## config.mk

```make
export PLATFORM = sky130hd
export DESIGN_NAME = lfsr_burst_arbiter
export DESIGN_NICKNAME = d
export VERILOG_FILES = /design/src/rtl/lfsr_pkg.sv /design/src/rtl/lfsr8_core.sv /design/src/rtl/lfsr_burst_arbiter.sv
export SDC_FILE = /design/constraint.sdc
export NUM_CORES = 1
export LEC_CHECK = 0
export CAP_MARGIN = 20
export CORE_MARGIN = 1
export CORE_UTILIZATION = 47
export DETAILED_ROUTE_END_ITERATION = 12
export GPL_TIMING_DRIVEN = 0
export PLACE_DENSITY = 0.81
export SLEW_MARGIN = 20
export SYNTH_ARGS = -nofsm -noshare
export SYNTH_HDL_FRONTEND = slang
export SYNTH_SLANG_ARGS = --single-unit
```

## constraint.sdc

```tcl
create_clock -name clk -period 3.72 [get_ports clk]
set_input_delay 0.558 -clock clk [delete_from_list [all_inputs] [get_ports clk]]
set_output_delay 0.558 -clock clk [all_outputs]
set_load 0.02 [all_outputs]
```

## src/rtl/lfsr_pkg.sv

```systemverilog
// Shared constants, state type and step function for the 8-bit Fibonacci LFSR burst arbiter.
package lfsr_pkg;

   localparam int unsigned LFSR_W = 8;
   // Taps 7,5,4,3 of the Fibonacci feedback.
   localparam logic [LFSR_W-1:0] TAP_MASK = 8'b1011_1000;
   localparam logic [LFSR_W-1:0] DEFAULT_ZERO_SEED_SUB = 8'hD3;

   typedef enum logic [0:0] {StIdle, StRun} state_e;

   function automatic logic [LFSR_W-1:0] lfsr_next(input logic [LFSR_W-1:0] s);
      return {s[LFSR_W-2:0], ^(s & TAP_MASK)};
   endfunction

endpackage

```

## src/rtl/lfsr8_core.sv

```systemverilog
// 8-bit Fibonacci LFSR register: parallel load takes priority over a single step.
module lfsr8_core
   import lfsr_pkg::*;
(
   input  logic              clk,
   input  logic              rst,
   input  logic              load,
   input  logic [LFSR_W-1:0] seed,
   input  logic              step,
   output logic [LFSR_W-1:0] state
);

   logic [LFSR_W-1:0] state_q, state_d;

   always_comb begin
      state_d = state_q;
      if (load) begin
         state_d = seed;
      end else if (step) begin
         state_d = lfsr_next(state_q);
      end
   end

   always_ff @(posedge clk or posedge rst) begin
      if (rst) begin
         state_q <= '0;
      end else begin
         state_q <= state_d;
      end
   end

   assign state = state_q;

endmodule

```

## src/rtl/lfsr_burst_arbiter.sv

```systemverilog
// Round-robin arbiter that lends one LFSR to NUM_REQ requesters and streams seeded bursts
// over a valid/ready interface.
module lfsr_burst_arbiter
   import lfsr_pkg::*;
#(
   parameter int unsigned       NUM_REQ       = 2,
   parameter int unsigned       LEN_W         = 8,
   parameter logic [LFSR_W-1:0] ZERO_SEED_SUB = DEFAULT_ZERO_SEED_SUB,
   localparam int unsigned      ID_W          = (NUM_REQ > 1) ? $clog2(NUM_REQ) : 1
) (
   input  logic                       clk,
   input  logic                       rst,
   input  logic [NUM_REQ-1:0]         req_valid,
   input  logic [LFSR_W*NUM_REQ-1:0]  req_seed,
   input  logic [LEN_W*NUM_REQ-1:0]   req_len,
   output logic [NUM_REQ-1:0]         req_ready,
   input  logic                       abort,
   output logic                       out_valid,
   output logic [LFSR_W-1:0]          out_data,
   output logic [ID_W-1:0]            out_id,
   output logic                       out_last,
   input  logic                       out_ready,
   output logic                       busy
);

   state_e            state_q, state_d;
   logic [ID_W-1:0]   rr_ptr_q, rr_ptr_d;
   logic [ID_W-1:0]   id_q, id_d;
   logic [LEN_W-1:0]  count_q, count_d;

   logic              grant_found;
   logic [ID_W-1:0]   grant_id;
   logic              hs_req, hs_out;
   logic [LFSR_W-1:0] sel_seed, load_seed, lfsr_state;
   logic [LEN_W-1:0]  sel_len;
   logic              lfsr_load, lfsr_step;

   // First valid requester scanning from rr_ptr upwards, wrapping at NUM_REQ.
   always_comb begin
      int unsigned idx;
      grant_found = 1'b0;
      grant_id    = '0;
      idx         = 0;
      for (int unsigned k = 0; k < NUM_REQ; k++) begin
         idx = 32'(rr_ptr_q) + k;
         if (idx >= NUM_REQ) begin
            idx = idx - NUM_REQ;
         end
         if (!grant_found && req_valid[idx[ID_W-1:0]]) begin
            grant_found = 1'b1;
            grant_id    = idx[ID_W-1:0];
         end
      end
   end

   // Reset is folded in so the grant drops the moment rst rises, not at the next edge.
   always_comb begin
      req_ready = '0;
      if (state_q == StIdle && !abort && !rst && grant_found) begin
         req_ready[grant_id] = 1'b1;
      end
   end

   assign hs_req    = |(req_valid & req_ready);
   assign hs_out    = (state_q == StRun) && out_ready;
   assign sel_seed  = req_seed[LFSR_W*grant_id +: LFSR_W];
   assign sel_len   = req_len[LEN_W*grant_id +: LEN_W];
   assign load_seed = (sel_seed == '0) ? ZERO_SEED_SUB : sel_seed;

   always_comb begin
      state_d   = state_q;
      rr_ptr_d  = rr_ptr_q;
      id_d      = id_q;
      count_d   = count_q;
      lfsr_load = 1'b0;
      lfsr_step = 1'b0;
      unique case (state_q)
         StIdle: begin
            if (hs_req) begin
               lfsr_load = 1'b1;
               count_d   = sel_len;
               id_d      = grant_id;
               if (32'(grant_id) == NUM_REQ - 1) begin
                  rr_ptr_d = '0;
               end else begin
                  rr_ptr_d = grant_id + 1'b1;
               end
               // A zero-length request is consumed without producing words.
               if (sel_len != '0) begin
                  state_d = StRun;
               end
            end
         end
         StRun: begin
            if (hs_out) begin
               if (count_q == LEN_W'(1)) begin
                  state_d = StIdle;
               end else if (count_q >= LEN_W'(2)) begin
                  lfsr_step = 1'b1;
                  count_d   = count_q - 1'b1;
               end
            end
            if (abort) begin
               state_d = StIdle;
            end
         end
         default: state_d = StIdle;
      endcase
   end

   always_ff @(posedge clk or posedge rst) begin
      if (rst) begin
         state_q  <= StIdle;
         rr_ptr_q <= '0;
         id_q     <= '0;
         count_q  <= '0;
      end else begin
         state_q  <= state_d;
         rr_ptr_q <= rr_ptr_d;
         id_q     <= id_d;
         count_q  <= count_d;
      end
   end

   lfsr8_core u_lfsr (
      .clk   (clk),
      .rst   (rst),
      .load  (lfsr_load),
      .seed  (load_seed),
      .step  (lfsr_step),
      .state (lfsr_state)
   );

   assign out_valid = (state_q == StRun);
   assign busy      = (state_q == StRun);
   assign out_data  = lfsr_state;
   assign out_id    = id_q;
   assign out_last  = (state_q == StRun) && (count_q == LEN_W'(1));

endmodule

```

Word level (Yosys, flattened, before mapping):

Cells that the tools add are included.

* order comparisons: 7
* multiplexer cells: 34
* equal/unequal tests: 5
* shifts and indexed selects: 2
* bitwise gates (word level): 2
* add/sub/neg operators: 5
* divide/modulo/power cells: 0
* reduce and logical (&&, ||, !) cells: 17
* multiply operators: 0

Operator list (number)
* 8-bit 2-to-1 mux: 7
* 16-bit by 5-bit indexed part select with 8-bit output: 2
* 1-bit 2-to-1 mux: 23
* 8-bit one-hot mux with 2 select lines: 1
* 8-bit by 1-bit == test with 1-bit output, second input constant: 1
* 8-bit by 2-bit >= comparator with 1-bit output, second input constant: 1
* 8-bit zero test: 1
* 8-bit nonzero test: 1
* 8-bit XOR reduction: 1
* 8-bit by 1-bit subtractor with 8-bit output, second input constant: 1
* 1-bit logical AND: 7
* 1-bit by 2-bit less-than comparator with 1-bit output, second input constant: 3
* 2-bit by 1-bit inequality test with 1-bit output, second input constant: 2
* 2-bit inequality test, second input constant: 2
* 4-bit AND reduction: 1
* 1-bit zero test: 3
* 1-bit by 1-bit adder with 2-bit output, second input constant: 1
* 2-bit AND: 1
* 1-bit by 2-bit >= comparator with 1-bit output, second input constant: 1
* 2-bit >= comparator, second input constant: 1
* 2-bit 2-to-1 mux: 1
* 1-bit one-hot mux with 2 select lines: 1
* 2-bit AND reduction: 1
* 2-bit nonzero test: 1
* other kinds (6): 7

* input bits: 38
* latch bits: 0
* RAM bits: 0
* memories: 0
* flip-flop bits (word level): 19
* output and inout port bits: 14
* bits in read-only memories: 0
* logic and storage cells: 77

Logic depth before layout (Yosys ltp):

* word-level depth: 18
* depth in mapped cells: 8

Modules after synthesis:

Synthesis repeated with hierarchy kept, for this count alone.

* cell total of the unflattened synthesis: 183
* area total of the unflattened synthesis: 1565.3 um^2

By module, submodules not included
* lfsr_burst_arbiter: area each 1167.4 um^2, seq. area each 275.3 um^2, instances 1, cells each 144
* lfsr8_core: area each 397.9 um^2, seq. area each 200.2 um^2, instances 1, cells each 39

Worst setup path before layout:

No wires, ideal clock.

* kind: register to register
* start: register state_q (netlist: busy)
* end: register u_lfsr.state_q[1] (netlist: u_lfsr.state[1])
* arrival: 1.834 ns
* stages on the path, launching flop included: 6
* setup time: 0.124 ns
* required time: 3.596 ns
* setup slack: 1.762 ns
* cells stage by stage: dfrtp_1 -> or3_1 -> a211oi_2 -> o21ai_0 -> nor2_1 -> o31ai_1

* word-level cells in the longest chain between the ends: 10
* elaborated cells between the ends (all ways): 14
* those cells by class: mux: 6; bitwise: 2; reduce/logical: 6

RTL lines
* start, declared: line lfsr_burst_arbiter.sv:26 `state_e state_q, state_d;`
* start signal, assigned: line lfsr_burst_arbiter.sv:113 `state_q <= StIdle;`
* start signal, assigned: line lfsr_burst_arbiter.sv:118 `state_q <= state_d;`
* 1-bit inverter (no source line) (*)
* 1-bit logical AND (*) (3 in series): line lfsr_burst_arbiter.sv:59 `if (state_q == StIdle && !abort && !rst && grant_found) begin`
* 2-bit 2-to-1 mux (*): line lfsr_burst_arbiter.sv:59
* net req_ready[0]: line lfsr_burst_arbiter.sv:16 `output logic [NUM_REQ-1:0] req_ready,`
* 2-bit AND (*): line lfsr_burst_arbiter.sv:64 `assign hs_req = |(req_valid & req_ready);`
* 2-bit OR reduction (*): line lfsr_burst_arbiter.sv:64
* 1-bit 2-to-1 mux (*): line lfsr_burst_arbiter.sv:79 `if (hs_req) begin`
* 1-bit 2-to-1 mux (*): line lfsr_burst_arbiter.sv:77 `unique case (state_q)`
* 8-bit 2-to-1 mux or 2-bit nonzero test (tied branches)
* end signal, assigned: line lfsr8_core.sv:28 `state_q <= state_d;`
* end, declared: line lfsr8_core.sv:13 `logic [LFSR_W-1:0] state_q, state_d;`

The timed path passes the listed nets; every way through them passes the cells marked *.
A chain may end at the register's enable or synchronous reset.

Worst setup path after layout:

* start: input port abort
* end: output port req_ready[0]

* word-level cells in the longest chain between the ends: 5

RTL lines
* start, declared: line lfsr_burst_arbiter.sv:17 `input logic abort,`
* 1-bit zero test: line lfsr_burst_arbiter.sv:59
* 1-bit logical AND (3 in series): line lfsr_burst_arbiter.sv:59
* 2-bit 2-to-1 mux: line lfsr_burst_arbiter.sv:59
* end, declared: line lfsr_burst_arbiter.sv:16

No other way between the ends.

==> flow_summary.ini <==
[min_path]
min_delay_path_depth = 1
hold_path.class = flop to flop
min_from = out_id$_DFFE_PP0N_

[setup_path]
worstPathArrival_ns = 2.35
criticalPathCategory = primary input to output pin
cp_data_required_time_ns = 3.16
rr_startpoint = rr_ptr_q$_DFFE_PP0N_
cp-end-kind = output pin
crit_fanout = 3
critPathLaunch = abort
startpoint_type = primary input
reg2regPathDepth = 5

[place]
dpl-instance-area_sq_mm = 0.00190
gp_congestion = 0.872
dp_hpwl_mm = 2.88
post-place-ws_ns = 0.821
port_buffers = 51

[synthesis]
syn_nets = 196
synth_edf_count = 0
ys_ff_latch = 19
synth_area_sq_mm = 0.00135
yosysSeqAreaShare_pct = 35.1
synth_top_area_share_pct = 35.1
ys_types = 44
yosysWarnings = 0
async_reset_ff_share_pct = 100
yosysTopAreaCell = dfrtp_1
yosys-top-cells-area = dfrtp_1 (35%), mux2_2 (5.8%), nand2_1 (4.4%)
synth.avg_cell_area_sq_um = 8.73
synth_cells = 155
synthFlopType = dfrtp_1

[timing]
slew_viol_final = 0
rsz0062_at_grt = no
fmax_ghz = 0.344
layout_min_cycle_time_ns = 2.90
hold_viol_final = 0
finalClockSkew_ns = 0.00337
worstMarginPinSlew_ns = 0.713
period_share_pct = 78.1
slew_headroom_pct = 52.4
setup_viol = 0
setup_slack_ns = 0.815
fin_tns_setup_ns = 0

[cells_and_area]
antenna_cells = 0
area_delta_synth_final_pct = 42.6
fillCellCount = 214
fin_nets = 252
design_area_sq_mm = 0.00193
drive_gt1_share_pct = 10.0

[clock_network]
clk_latency_ns = 0.30
cts.path.max_buffers = 2
cts_hold_buf = 0
root_buffer = clkbuf_4
clk_pin_slew_ns = 0.11
post-cts-setup-buffer-count = 0
cts_resized = 0
cts_sinks = 19
cts_tree = yes
cts_buffers = 3
htree_levels = 1

[die]
die_height_um = 55.7
die_area_sq_mm = 0.00310
start_util_pct = 49.5
row_count = 19
ios = 52
core_sq_mm = 0.00273
die_x_um = 55.7

[detailed_routing]
wl_per_cell_um = 15.3
ant_nets = 0
drc = 0
firstDrtPassIters = 4
wl_mm = 3.69
drt-initial-drc-count = 49
routed_via_density = 5.96
num_vias = 1437

[grt]
grt_pass1_wl_mm = 6.13
grtUsageTotal_pct = 25.1
grt_antenna_before_repair = 0
first_global_vias = 1450
grt_max_degree = 20
globalRoute.totalOverflow = 0

[power_and_ir_drop]
power_density_mw_per_mm2 = 527
leakagePower_uw = 0.000767
peakVddDrop_uv = 681

[run_status]
status = finished, final reports clean

[job]
cap_violations = 0
## worst max-delay path, cell delays in order
cell and delay (ns):
clkdlybuf4s50_1 0.43, or3_1 0.39, a211oi_2 0.29, clkdlybuf4s50_1 0.67
## registers in the layout (all words and copies together) (netlist names)
| signal | cells |
|---|---|
| busy | 1 |
| count_q | 8 |
| out_id | 1 |
| rr_ptr_q | 1 |
| u_lfsr.state | 8 |
## power by group
| part | leakage [uW] | total [uW] | switching (uW) | internal [uW] |
|---|---|---|---|---|
| clock | 0.0000177 | 107 | 66.7 | 40.1 |
| combinational | 0.000520 | 524 | 255 | 269 |
| sequential | 0.000230 | 387 | 98.3 | 288 |
| total | 0.000767 | 1020 | 420 | 598 |
## through the flow
step	total power (uW)	hold slack, ns	utilization, %	cells
floorplan	691	0.509	-	155
global placement	892	0.458	69.6	237
detailed placement	909	0.474	69.6	237
CTS	1020	0.499	70.6	241
global route	1080	0.532	70.6	241
finish	1020	0.491	70.6	241
## final timing paths
path / to / slack [ns]
max in group asynchronous: count_q[2]$_DFFE_PP0P_ / 2.56
min: out_id$_DFFE_PP0N_ / 0.49
max reg2reg: count_q[0]$_DFFE_PP0P_ / 1.62
min reg2reg: out_id$_DFFE_PP0N_ / 0.49
min in group asynchronous: u_lfsr.state[1]$_DFFE_PP0P_ / 0.72
max: req_ready[0] / 0.82
## layout make-up
type	instances	area [sq um]	share of cell area [%]
clock inverter	1	5.00	0.259
buffer	7	40.0	2.07
inverter	7	26.3	1.36
multi-input combinational	122	812	42.1
clock buffer	3	22.5	1.17
tap	31	38.8	2.01
sequential	19	475	24.6
timing repair buffer	51	510	26.4
## cell families after synthesis
group,share of synthesized area (%)
simple gates,19.1
mux,8.78
flops,35.1
compound gates,27.4
buf+inv,4.90
xor+xnor,1.94
fa+ha+maj,2.77
## synthesized netlist by cell type, drive strengths merged, types with 2 or more instances
master  number
a211oi       4
a21o         4
a21oi        6
buf          4
clkbuf       3
dfrtp       19
ha           3
inv          7
mux2         7
mux2i        4
nand2       16
nor2        14
nor3         4
nor3b        2
nor4         7
o211ai       2
o21ai       12
o22ai        8
o31ai        5
o41ai        2
or2          2
or3          3
xnor2        2
## placed cells by master (no fill, tap or decap), drive strengths merged, types with 4 or more instances in the layout
| cell type | count |
|---|---|
| nor2 | 14 |
| nor3 | 4 |
| a211oi | 4 |
| mux2i | 4 |
| o22ai | 8 |
| o21ai | 12 |
| nor4 | 7 |
| dfrtp | 19 |
| clkdlybuf4s50 | 51 |
| clkbuf | 6 |
| nand2 | 16 |
| a21o | 4 |
| a21oi | 6 |
| o31ai | 5 |
| mux2 | 7 |
| inv | 7 |
| buf | 4 |
## layer usage
metal	vias up	GRT usage, %	share of wire, %
li1	691	-	-
met1	667	26.5	42
met2	66	46.5	49
met3	13	5.12	6.7
met4	0	13.2	2.0
met5	-	0	0
(Power assumes the default switching activity.)
